**src/rtl/ofdm_cp_inserter.sv**
```systemverilog
// Cyclic-prefix inserter: buffers one NFFT-sample symbol, then emits its last NCP samples
// followed by the whole symbol, NSYM times per go. Optional CP flag outputs under CP_FLAG_EN.
module ofdm_cp_inserter #(
    parameter int DW   = 16,
    parameter int NFFT = 64,
    parameter int NCP  = 16,
    parameter int NSYM = 4
) (
    input  logic          clk,
    input  logic          reset,
    input  logic          go,
    input  logic [DW-1:0] in_data,
    input  logic          in_valid,
    output logic          in_ready,
    output logic [DW-1:0] out_data,
    output logic          out_valid,
    input  logic          out_ready,
    output logic          busy,
`ifdef CP_FLAG_EN
    output logic          out_cp,
    output logic          out_sos,
`endif
    output logic          done
);

    localparam int AW = (NFFT > 1) ? $clog2(NFFT) : 1;
    localparam int SW = (NSYM > 1) ? $clog2(NSYM) : 1;
    localparam logic [AW-1:0] PTR_LAST = AW'(NFFT - 1);
    localparam logic [AW-1:0] CP_START = (NCP >= NFFT) ? '0 : AW'(NFFT - NCP);
    localparam logic [SW-1:0] SYM_LAST = SW'(NSYM - 1);

    typedef enum logic [2:0] {
        S_IDLE,
        S_INIT,
        S_LOAD,
        S_CP,
        S_BODY,
        S_NEXT,
        S_DONE
    } state_t;

    state_t        state_q, state_d;
    logic [AW-1:0] wr_ptr_q, wr_ptr_d;
    logic [AW-1:0] rd_ptr_q, rd_ptr_d;
    logic [AW-1:0] samp_cnt_q, samp_cnt_d;
    logic [SW-1:0] sym_cnt_q, sym_cnt_d;
    logic [DW-1:0] mem_q [NFFT];
    logic          mem_we;

    function automatic logic [AW-1:0] ptr_inc(input logic [AW-1:0] p);
        return (p == PTR_LAST) ? '0 : p + AW'(1);
    endfunction

    always_ff @(posedge clk or posedge reset) begin
        if (reset) begin
            state_q    <= S_IDLE;
            wr_ptr_q   <= '0;
            rd_ptr_q   <= '0;
            samp_cnt_q <= '0;
            sym_cnt_q  <= '0;
        end else begin
            state_q    <= state_d;
            wr_ptr_q   <= wr_ptr_d;
            rd_ptr_q   <= rd_ptr_d;
            samp_cnt_q <= samp_cnt_d;
            sym_cnt_q  <= sym_cnt_d;
        end
    end

    // NOTE: the sample buffer has no reset; every entry is written in LOAD before CP/BODY reads it.
    always_ff @(posedge clk) begin
        if (mem_we) begin
            mem_q[wr_ptr_q] <= in_data;
        end
    end

    // NOTE: every output of this block gets a default first, so no path can infer a latch.
    always_comb begin
        state_d    = state_q;
        wr_ptr_d   = wr_ptr_q;
        rd_ptr_d   = rd_ptr_q;
        samp_cnt_d = samp_cnt_q;
        sym_cnt_d  = sym_cnt_q;
        mem_we     = 1'b0;
        in_ready   = 1'b0;
        out_valid  = 1'b0;
        out_data   = '0;
        busy       = 1'b0;
        done       = 1'b0;

        case (state_q)
            S_IDLE: begin
                if (go) begin
                    state_d = S_INIT;
                end
            end
            S_INIT: begin
                busy       = 1'b1;
                wr_ptr_d   = '0;
                rd_ptr_d   = '0;
                samp_cnt_d = '0;
                sym_cnt_d  = '0;
                state_d    = S_LOAD;
            end
            S_LOAD: begin
                busy     = 1'b1;
                in_ready = 1'b1;
                if (in_valid) begin
                    mem_we     = 1'b1;
                    wr_ptr_d   = ptr_inc(wr_ptr_q);
                    samp_cnt_d = ptr_inc(samp_cnt_q);
                    if (wr_ptr_q == PTR_LAST) begin
                        rd_ptr_d = CP_START;
                        state_d  = S_CP;
                    end
                end
            end
            S_CP: begin
                busy      = 1'b1;
                out_valid = 1'b1;
                out_data  = mem_q[rd_ptr_q];
                if (out_ready) begin
                    rd_ptr_d = ptr_inc(rd_ptr_q);
                    if (rd_ptr_q == PTR_LAST) begin
                        state_d = S_BODY;
                    end
                end
            end
            S_BODY: begin
                busy      = 1'b1;
                out_valid = 1'b1;
                out_data  = mem_q[rd_ptr_q];
                if (out_ready) begin
                    rd_ptr_d   = ptr_inc(rd_ptr_q);
                    samp_cnt_d = ptr_inc(samp_cnt_q);
                    if (rd_ptr_q == PTR_LAST) begin
                        state_d = S_NEXT;
                    end
                end
            end
            S_NEXT: begin
                busy = 1'b1;
                if (sym_cnt_q == SYM_LAST) begin
                    state_d = S_DONE;
                end else begin
                    sym_cnt_d  = sym_cnt_q + SW'(1);
                    wr_ptr_d   = '0;
                    samp_cnt_d = '0;
                    state_d    = S_LOAD;
                end
            end
            S_DONE: begin
                done    = 1'b1;
                state_d = S_IDLE;
            end
            default: begin
                state_d = S_IDLE;
            end
        endcase
    end

`ifdef CP_FLAG_EN
    // Within CP the read pointer visits CP_START only once, on the first prefix sample.
    assign out_cp  = (state_q == S_CP);
    assign out_sos = (state_q == S_CP) && (rd_ptr_q == CP_START);
`endif

endmodule

```
**config.mk**
```make
export PLATFORM = sky130hd
export DESIGN_NAME = ofdm_cp_inserter
export DESIGN_NICKNAME = d
export VERILOG_FILES = /design/src/rtl/ofdm_cp_inserter.sv
export SDC_FILE = /design/constraint.sdc
export NUM_CORES = 1
export LEC_CHECK = 0
export CAP_MARGIN = 25
export CORE_ASPECT_RATIO = 1.2
export CORE_UTILIZATION = 55
export DETAILED_ROUTE_END_ITERATION = 12
export GPL_TIMING_DRIVEN = 0
export PLACE_DENSITY = 0.67
export REMOVE_ABC_BUFFERS = 1
export SLEW_MARGIN = 20
export SYNTH_ARGS = -nofsm -noshare
export SYNTH_HDL_FRONTEND = slang
export SYNTH_SLANG_ARGS = --single-unit
```
**constraint.sdc**
```tcl
create_clock -name clk -period 7 [get_ports clk]
set_input_delay 1.4 -clock clk [delete_from_list [all_inputs] [get_ports clk]]
set_output_delay 1.4 -clock clk [all_outputs]
set_load 0.005 [all_outputs]
```
After elaboration in Yosys (flattened, before gate mapping)
Memory sizes are Yosys's and may differ from the RTL's.
Cells that the tools add are included.

word-level totals
  memories kept = 1
  input bits = 21
  register bits = 17
  word-level logic and storage cells = 65
  bits in writable memories = 1024
  output and inout port bits = 20

cells by class
  reduce and logical (&&, ||, !) cells = 10
  equality and inequality tests = 18
  add/sub/neg operators = 3
  multiplexer cells = 29

memories
  memory  words  bits a word  rd ports  clocked after memory_dff  wr ports  RTL line  text
  mem_q   64     16           1         0                         1         47        logic [DW-1:0] mem_q [NFFT];

operator list
  kind                 count
  $mux 6               7
  $pmux 6 s3           2
  $mux 3               8
  $pmux 3 s6           1
  $mux 16              1
  $ne 2x2->1 const B   8
  $add 6x1->6 const B  2
  $eq 6x6->1 const B   2
  $eq 3x3->1 const B   3
  $mux 1               8
  $reduce_and 7->1     1
  $eq 3x2->1 const B   2
  $reduce_bool 3->1    2
  $reduce_or 5->1      1
  $pmux 2 s2           1
  $reduce_and 4->1     1
  $eq 3x1->1 const B   1
  $logic_not 3->1      1
  $reduce_and 3->1     1
  $add 2x1->2 const B  1
  $eq 2x2->1 const B   1
  $mux 2               1
  $ne 2x1->1 const B   1
  $reduce_and 2->1     1
  2 further kinds      2

Logic depth before layout (Yosys ltp)
Gate-level depths: netlist of run 1.

  depth in word-level cells = 4
  depth in mapped cells = 9
  gate-level depth less buffers = 6

Worst setup path after synthesis of run 1
Ideal clock, no wire load.

  kind = reg-to-output
  start point = register rd_ptr_q[1]
  end point = output out_data[14]
  stages on the path, launching flop included = 8
  path buffers = 3
  data arrival time = 2.206 ns
  path slack = 3.394 ns
  required time = 5.600 ns
  path through = dfrtp_1 > buf_2 > clkbuf_1 > clkbuf_1 > mux4_2 > a22oi_1 > a21oi_1 > or4_1

between the ends
  cells in the longest elaborated chain, start to end = 2

ends and longest elaborated chain
  item                    RTL line  text
  start, declared         44        logic [AW-1:0] rd_ptr_q, rd_ptr_d;
  start signal, assigned  64        rd_ptr_q <= rd_ptr_d;
  $mem_v2 64x16           --
  $mux 16                 --
  end, declared           15        output logic [DW-1:0] out_data,

Every way passes these cells.

Final worst setup path of run 1
  start point = register rd_ptr_q[1]
  end point = output out_data[9]

The elaborated chain is that of the path after synthesis.

==> results of run 1 <==
state kept, by name, indices dropped and copies added, names as in the netlist:
name	cells
wr_ptr_q	6
mem_q	1024
sym_cnt_q	2
rd_ptr_q	6
state_q	3
per-layer routing:
metal  track usage (%)  up-vias  share of wire, %
met5                 0        -             0.028
met4             9.771        6               3.6
met3             5.873      193               8.9
met2             41.94     1000                49
met1             37.21    10600                39
li1                  -     8223                 -
power by group:
group	leakage (nW)	internal (mW)	switching (mW)
clock network	1.51	2.95	2.22
logic	3.06	1.13	1.33
registers	9.42	6.89	0.102
total	14.0	11.0	3.65
final timing paths:
kind                                 to  cells past startpoint    startpoint  slack (ns)
max                         out_data[9]                      8   rd_ptr_q[1]        0.37
min                        sym_cnt_q[1]                      2  sym_cnt_q[1]        0.49
max reg2reg                mem_q[30][1]                      6    state_q[1]        3.19
min reg2reg                sym_cnt_q[1]                      2  sym_cnt_q[1]        0.49
max in group asynchronous   rd_ptr_q[0]                      2         reset        5.05
min in group asynchronous   wr_ptr_q[5]                      2         reset        1.39
area by class of cell:
class                      count  area (um^2)  share of cell area [%]
timing repair buffer         127         1837                   4.003
tap                          926         1159                   2.525
antenna                        2        5.005                 0.01091
sequential                  1041        31190                   67.96
clock inverter                55        469.2                   1.022
inverter                       7        26.28                 0.05726
multi-input combinational    733         8576                   18.69
clock buffer                 120         2629                   5.729
critical path, delay by kind of cell (launching register included):
family	cells	cell delay [ns]
simple gates	3	1.10
flops	1	0.73
compound gates	2	1.59
buf+inv	3	1.07
metrics by stage:
step	hold slack (ns)	setup TNS (ns)	cells
5_1_grt	0.5581	0	3010
2_1_floorplan	0.4534	-147.67	1781
3_5_place_dp	0.4788	0	2831
4_1_cts	0.4922	0	3006
6_report	0.4889	0	3011
3_3_place_gp	0.4931	-287.34	2747
synthesized netlist by cell type, drive strengths merged:
cell     number
nor3         33
mux2          3
or3           4
nor2b         8
nand3        10
o221ai        1
or3b          1
or2           4
clkbuf       57
nor2         94
nand2        24
and2          1
a22oi        65
nand3b        5
and3b         1
nand2b        5
or4          16
a2111oi      15
nor3b         4
buf          57
o31ai         1
inv           7
edfxtp     1024
o21ai        16
a21oi        37
or4b          1
o2111a        1
o21bai        1
and3          2
xnor2         1
a31oi         2
mux2i        64
ha            3
nand4         1
mux4        224
dfrtp        17
a22o          2
nor4          1
o22ai        82
cell families (layout without fill, tap and decap cells):
group	count (synthesis)	in the layout	synth area share, %
simple gates	215	215	2.590
compound gates	223	223	3.657
xor+xnor	1	1	0.02190
mux	291	291	14.30
flops	1041	1041	77.94
other cells	0	2	0
fa+ha+maj	3	3	0.09385
buf+inv	121	309	1.398
==> results.toml, run 1 <==
[synth]
synth_area_mm2 = 0.04000
ys_types = 42
ys_seq_area_share_pct = 77.94
yosysTopAreaCell = "edfxtp_1"
syn_avg_cell_area_um2 = 21.11
yosysWarnings = 0
synth_top_area_share_pct = 76.88
synth_seq_cells = 1041
netlist_instances = 1895
ys_top_cells_by_area = "edfxtp_1 77%, mux4_2 13%, mux2i_1 1.6%"

[layout]
final_common_cell = "edfxtp_1"
layout_common_cells = "1024 x edfxtp_1, 224 x mux4_2, 101 x clkbuf_16, 82 x o22ai_1, 65 x a22oi_1"
drive_gt1_share_pct = 26.40
nets = 2030
nFillCells = 4738
fin_util_pct = 64.19
fin_area_mm2 = 0.04589
syn_to_final_growth_pct = 14.72

[sta]
finalSetupViolations = 0
rsz0062_at_grt = "false"
clock.fmax_ghz = 0.1508
hold_viol = 0
setup_ws_ns = 0.3682
period_needed_ns = 6.632
finalCritPeriodShare_pct = 94.74
skew_ns = 0.01337
relSlewSlack_pct = 18.02
slew_violations = 0
tightest_slew_ns = 1.227

[place]
pre_cts_ws_ns = 1.191
placed_area_mm2 = 0.04275
port_buffers = 40
gp_congestion = 0.8816
dp_hpwl_mm = 59.75

[critical_path]
crit_top_cell = "buf_16"
worstSetupPathType = "flop to output pin"
worstPathRequired_ns = 5.60
critPathArrivalTime_ns = 5.23
slowest_delay_ns = 1.10
worstPathCellList = "buf_16, buf_16, or2_2, o22ai_1, nor3_1, a2111oi_1, or4_1, clkdlybuf4s50_1"
end_kind = "output pin"
setup.worst_path.start_class = "flop"
slowest_stage = "a2111oi_1"
crit_fanout = 41

[clock_tree]
cts_buffer_depth = 3
htreeDepth = 3
cts.sinks = 1041
postCtsSetupRepairBufs = 0
clk_pin_slew_ns = 0.07
clockRootBuffer = "clkbuf_16"
clock_latency_ns = 0.65
cts_hold_buffers = 0
cts_tree = "done"
ctsResizeCount = 0
cts_buffers = 96

[global_routing]
grt_overflow = 0
grt_util_all_layers_pct = 26.74
antenna_found_initial = 6
grt_pass1_vias = 20280
grt_pass1_wl_mm = 139.3
grt_start_max_net_pins = 65

[status]
status = "complete, no violations"

[job]
drv_cap = 0

[die]
num_rows = 107
start_util_pct = 55.95
die_x_um = 248.2
core_mm2 = 0.07149
die_height_um = 297.4
die_area_mm2 = 0.07381
io-pin-count = 41

[drt]
post_drt_via_cell_ratio = 6.648
wirelength_mm = 95.83
ant_nets = 0
drt-pass1-iter-count = 7
drt-initial-drc-count = 2395
drcViolationCount = 0
wl_per_cell_um = 31.83
dr_total_vias = 20020

[pwr]
powerDensity_mw_per_mm2 = 318.5
leakagePower_nw = 13.99
totalPowerFinal_mw = 14.61
ir_drop_mv = 0.1969

[hold_path]
hp-class = "flop to flop"
(Power assumes the default switching activity.)
==> inputs of run 2 (changes only) <==
- CORE_MARGIN: unset -> 5
- SETUP_SLACK_MARGIN: unset -> 0.3
==> run 2 against run 1 <==
First-iteration DRC count down 2.0%. Non-clock buffer count up 1. Fmax up 7.1%. Clock power down 3%. Clock-buffer cell count down 8. Critical path type unchanged.
==> results.toml, run 2 (synthesis gave the netlist of run 1 again) <==
[drt]
wirelength_mm = 95.03
post_drt_via_cell_ratio = 6.554
drcViolationCount = 0
ant_nets = 0
wl_per_cell_um = 31.48
drt-pass1-iter-count = 6
drt-initial-drc-count = 2347
dr_total_vias = 19790

[layout]
nets = 2030
multi_input_area_mm2 = 0.008534
largest_register_ff_count = 1024
nFillCells = 4701
fin_area_mm2 = 0.04565
regMostFlops = "mem_q"
layout_common_cells = "1024 x edfxtp_1, 224 x mux4_2, 97 x clkbuf_16, 82 x o22ai_1, 65 x a22oi_1"
regArea_mm2 = 0.03118
drive_gt1_share_pct = 26.29
final_common_cell = "edfxtp_1"
fin_util_pct = 63.15
finalNonFillerCells = 3019
syn_to_final_growth_pct = 14.14
largestRegisters = "mem_q x1024, rd_ptr_q x6, wr_ptr_q x6"

[global_routing]
grt_util_all_layers_pct = 24.38
grt_start_max_net_pins = 65
grt_overflow = 0
grt_pass1_wl_mm = 139.0
busiest_layer = "met2"
use_met1_pct = 33.57
grt_pass1_vias = 20220
antenna_found_initial = 6
met3_usage_pct = 5.192
grt.met2_usage_pct = 39.46

[pwr]
power.internal_mw = 10.80
ir_drop_mv = 0.2131
leakagePower_nw = 13.86
switchingPower_mw = 3.582
swShare_pct = 24.90
totalPowerFinal_mw = 14.39
powerDensity_mw_per_mm2 = 315.1
comb_power_share_pct = 16.7
power_frac_seq_pct = 48.5
clockPowerShare_pct = 34.8

[die]
core_mm2 = 0.07229
die_x_um = 256.2
io-pin-count = 41
die_height_um = 305.4
die_area_mm2 = 0.07824
num_rows = 108
start_util_pct = 55.33

[sta]
skew_ns = 0.01749
relSlewSlack_pct = 28.80
hold_viol = 0
clock.fmax_ghz = 0.1616
slew_violations = 0
setup_ws_ns = 0.8101
period_needed_ns = 6.190
tightest_slew_ns = 1.041
rsz0062_at_grt = "false"
finalCritPeriodShare_pct = 88.43
finalSetupViolations = 0

[place]
gp_congestion = 0.8437
port_buffers = 40
placedCellCount = 2843
placed_area_mm2 = 0.04267
dp_hpwl_mm = 59.37
pre_cts_ws_ns = 1.354

[critical_path]
crit_fanout = 16
end_kind = "output pin"
critPathArrivalTime_ns = 4.79
worstSetupPathType = "flop to output pin"
worstPathRequired_ns = 5.60
setup.worst_path.start_class = "flop"

[clock_tree]
clockRootBuffer = "clkbuf_16"
cts_tree = "done"
cts_hold_buffers = 0
cts_buffers = 95
cts.sinks = 1041
clock_latency_ns = 0.66
clk_pin_slew_ns = 0.06
ctsResizeCount = 0
postCtsSetupRepairBufs = 0
cts_buffer_depth = 3
htreeDepth = 3

[hold_path]
hp-class = "flop to flop"

[job]
drv_cap = 0

[status]
status = "complete, no violations"
-- run 2: cell count changes in the layout (fill, tap and decap cells not counted), sizes merged, moves of 2 or more --
cell and delta:
clkbuf -8, clkinv +4, clkinvlp +3, clkdlybuf4s18 +2
-- run 2: cell type report --
type                       count  share of cell area (%)
timing repair buffer         128                   3.848
antenna                        3                 0.01644
clock buffer                 112                   5.440
inverter                       7                 0.05755
multi-input combinational    733                   18.69
clock inverter                60                   1.074
sequential                  1041                   68.31
tap                          935                   2.562
-- run 2: per-layer routing --
metal,vias up,share of wire [%]
met5,-,0.043
met1,10440,39
met3,212,8.2
met2,919,49
met4,6,3.6
li1,8216,-
-- run 2: worst paths after layout --
path                                   start           end  slack (ns)  cells after the start
worst max-delay path              state_q[2]   out_data[9]        0.81                      8
worst min-delay path            sym_cnt_q[1]  sym_cnt_q[1]        0.50                      2
worst max register to register    state_q[1]  mem_q[22][5]        3.31                      7
worst min register to register  sym_cnt_q[1]  sym_cnt_q[1]        0.50                      2
max in group asynchronous              reset   rd_ptr_q[1]        5.18                      2
min in group asynchronous              reset   wr_ptr_q[1]        1.30                      2
-- run 2: power by group through the flow --
| stage | registers, mW | logic [mW] | clock network [mW] |
|---|---|---|---|
| after floorplan | 7.35 | 1.88 | 0 |
| after CTS | 6.98 | 2.42 | 5.07 |
| after global routing | 6.99 | 2.55 | 5.35 |
| after global placement | 7.49 | 2.64 | 0 |
| after detailed placement | 7.12 | 2.41 | 0 |
| final | 6.98 | 2.40 | 5.00 |
-- run 2: metrics by stage --
step                hold WS (ns)  TNS, ns
floorplan                 0.4534  -147.67
detailed placement        0.4824        0
global placement          0.4874  -284.18
global route              0.5130        0
finish                    0.5047        0
CTS                       0.4962        0
-- run 2: critical path, cell delays in order, from the launching register on --
cell	delay [ns]
dfrtp_1	0.53
nor3b_1	0.45
nor2_1	0.28
inv_1	0.19
nand3_1	0.76
a2111oi_1	0.86
clkbuf_2	0.28
or4_1	0.23
clkdlybuf4s50_1	0.54
==> inputs of run 3 (changes only) <==
- GPL_TIMING_DRIVEN: 0 -> 1
==> run 3 against run 2 <==
Clock power grew 3%. Fmax rose by 1.3%. Final cell count up 0.79%. Via count is 0.50% higher. Sequential power is essentially flat. Core utilization is 0.74 points lower. Worst setup slack gained 0.077 ns. Clock skew is 0.0065 ns higher. Flip-flop and latch count is the same. Die area is the same. Critical endpoint is now out_data[15]. Largest cell class unchanged.
==> results.toml, run 3 (synthesis gave the netlist of run 1 again) <==
[status]
status = "complete, no violations"

[sta]
finalSetupTns_ns = 0
rsz0062_at_grt = "false"
finalCritPeriodShare_pct = 87.33
slew_violations = 0
skew_ns = 0.02399
tightest_slew_ns = 1.022
setup_ws_ns = 0.8871
relSlewSlack_pct = 31.69
clock.fmax_ghz = 0.1636
finalSetupViolations = 0
hold_viol = 0
period_needed_ns = 6.113

[layout]
syn_to_final_growth_pct = 12.80
layout_common_cells = "1024 x edfxtp_1, 224 x mux4_2, 102 x buf_4, 99 x clkbuf_16, 86 x nor2_1"
largest_register_ff_count = 1024
drive_gt1_share_pct = 24.43
regMostFlops = "mem_q"
largestRegisters = "mem_q x1024, rd_ptr_q x6, wr_ptr_q x6"
final_common_cell = "edfxtp_1"
finalNonFillerCells = 3043
diodes = 0
nets = 2052

[global_routing]
grt_util_all_layers_pct = 24.55
grt_pass1_vias = 20200
grt_pass1_wl_mm = 140.5
antenna_found_initial = 2
grt_start_max_net_pins = 105
grt_overflow = 0

[clock_tree]
cts.sinks = 1041
cts_buffer_depth = 3
cts_buffers = 97
ctsResizeCount = 0
cts_hold_buffers = 0
clockRootBuffer = "clkbuf_16"
postCtsSetupRepairBufs = 0
htreeDepth = 3
clock_latency_ns = 0.66
clk_pin_slew_ns = 0.06
cts_tree = "done"

[critical_path]
end_kind = "output pin"
crit_fanout = 12
worstRegToRegCells = 7
slowest_delay_ns = 0.83
worstSetupPathType = "flop to output pin"
critPathArrivalTime_ns = 4.71
slowest_stage = "a2111oi_0"
worstReg2RegEnd = "mem_q[6][15]"
setup.worst_path.start_class = "flop"
worstPathRequired_ns = 5.60
regToRegStartpoint = "state_q[1]"
crit_top_cell = "buf_4"
timing.reg2reg.setup_slack_ns = 3.84
worstPathCellList = "nor3b_1, nor2_1, inv_1, nand3_1, buf_4, a2111oi_0, buf_4, or4_1, clkdlybuf4s50_1"

[place]
port_buffers = 40
pre_cts_ws_ns = 1.584
gp_congestion = 0.8416
placedCellCount = 2863
dp_hpwl_mm = 55.85

[drt]
ant_nets = 0
wl_per_cell_um = 31.52
drt-initial-drc-count = 2274
dr_total_vias = 19890
drcViolationCount = 0
wirelength_mm = 95.90
post_drt_via_cell_ratio = 6.535
drt-pass1-iter-count = 5

[die]
num_rows = 108
die_height_um = 305.4
die_area_mm2 = 0.07824
start_util_pct = 55.33
io-pin-count = 41
core_mm2 = 0.07229
die_x_um = 256.2

[job]
drv_cap = 0

[pwr]
powerDensity_mw_per_mm2 = 319.9
totalPowerFinal_mw = 14.43
ir_drop_mv = 0.1899
leakagePower_nw = 13.89

[hold_path]
hold-path-endpoint = "sym_cnt_q[1]"
hp-start = "sym_cnt_q[1]"
hp-class = "flop to flop"
min_delay_path_depth = 2
## run 3: changes by cell type in the layout (fill, tap and decap cells not counted), sizes merged
cell           before  now
diode               3    0
inv                 8   11
buf               101  123
clkdlybuf4s18       2    0
dlymetal6s2s        0    1
bufinv              7    8
clkinv             43   45
## run 3: metal layers
layer | vias to the layer above | GRT usage (%) | wire length [um]
met4 | 4 | 7.169 | 2772
met3 | 174 | 4.334 | 7885
met5 | - | 0 | 23
met1 | 10540 | 34.90 | 37390
li1 | 8241 | - | -
met2 | 932 | 40.13 | 47840
## run 3: worst max-delay path by stage
stage / startpoint / end / slack, ns / cells after the start
floorplan: rd_ptr_q[0] / out_data[11] / -6.42 / 4
CTS: state_q[2] / out_data[15] / 0.87 / 9
global route: state_q[2] / out_data[15] / 0.77 / 9
finish: state_q[2] / out_data[15] / 0.89 / 9
global placement: rd_ptr_q[1] / out_data[10] / 1.55 / 6
detailed placement: state_q[2] / out_data[15] / 1.58 / 9
## run 3: metrics by stage
step | area [um^2] | util (%) | hold slack, ns
finish | 45120 | 62.41 | 0.4951
global route | 45120 | 62.41 | 0.5313
CTS | 45090 | 62.37 | 0.4944
detailed placement | 41950 | 58.02 | 0.4804
global placement | 41880 | 57.92 | 0.4726
floorplan | 39470 | - | 0.4534
## run 3: power by group
part / total [mW] / leakage (nW) / internal [mW] / switching [mW]
Clock: 5.17 / 1.52 / 2.92 / 2.25
Sequential: 7.00 / 9.42 / 6.89 / 0.108
Combinational: 2.27 / 2.95 / 1.06 / 1.21
Total: 14.4 / 13.9 / 10.9 / 3.57
## run 3: critical path, delay by kind of cell (launching register included)
family	cells	cell delay [ns]
DFF	1	0.52
AOI/OAI and AO/OA	1	0.83
and+or+nand+nor	4	1.36
buffers and inverters	4	1.35
## run 3: area by class of cell
class	count	area [um^2]
timing repair buffer	148	1274
tap	935	1170
fill	4864	27180
sequential	1041	31180
multi-input combinational	733	8317
clock buffer	113	2550
inverter	7	26.28
clock inverter	66	595.6
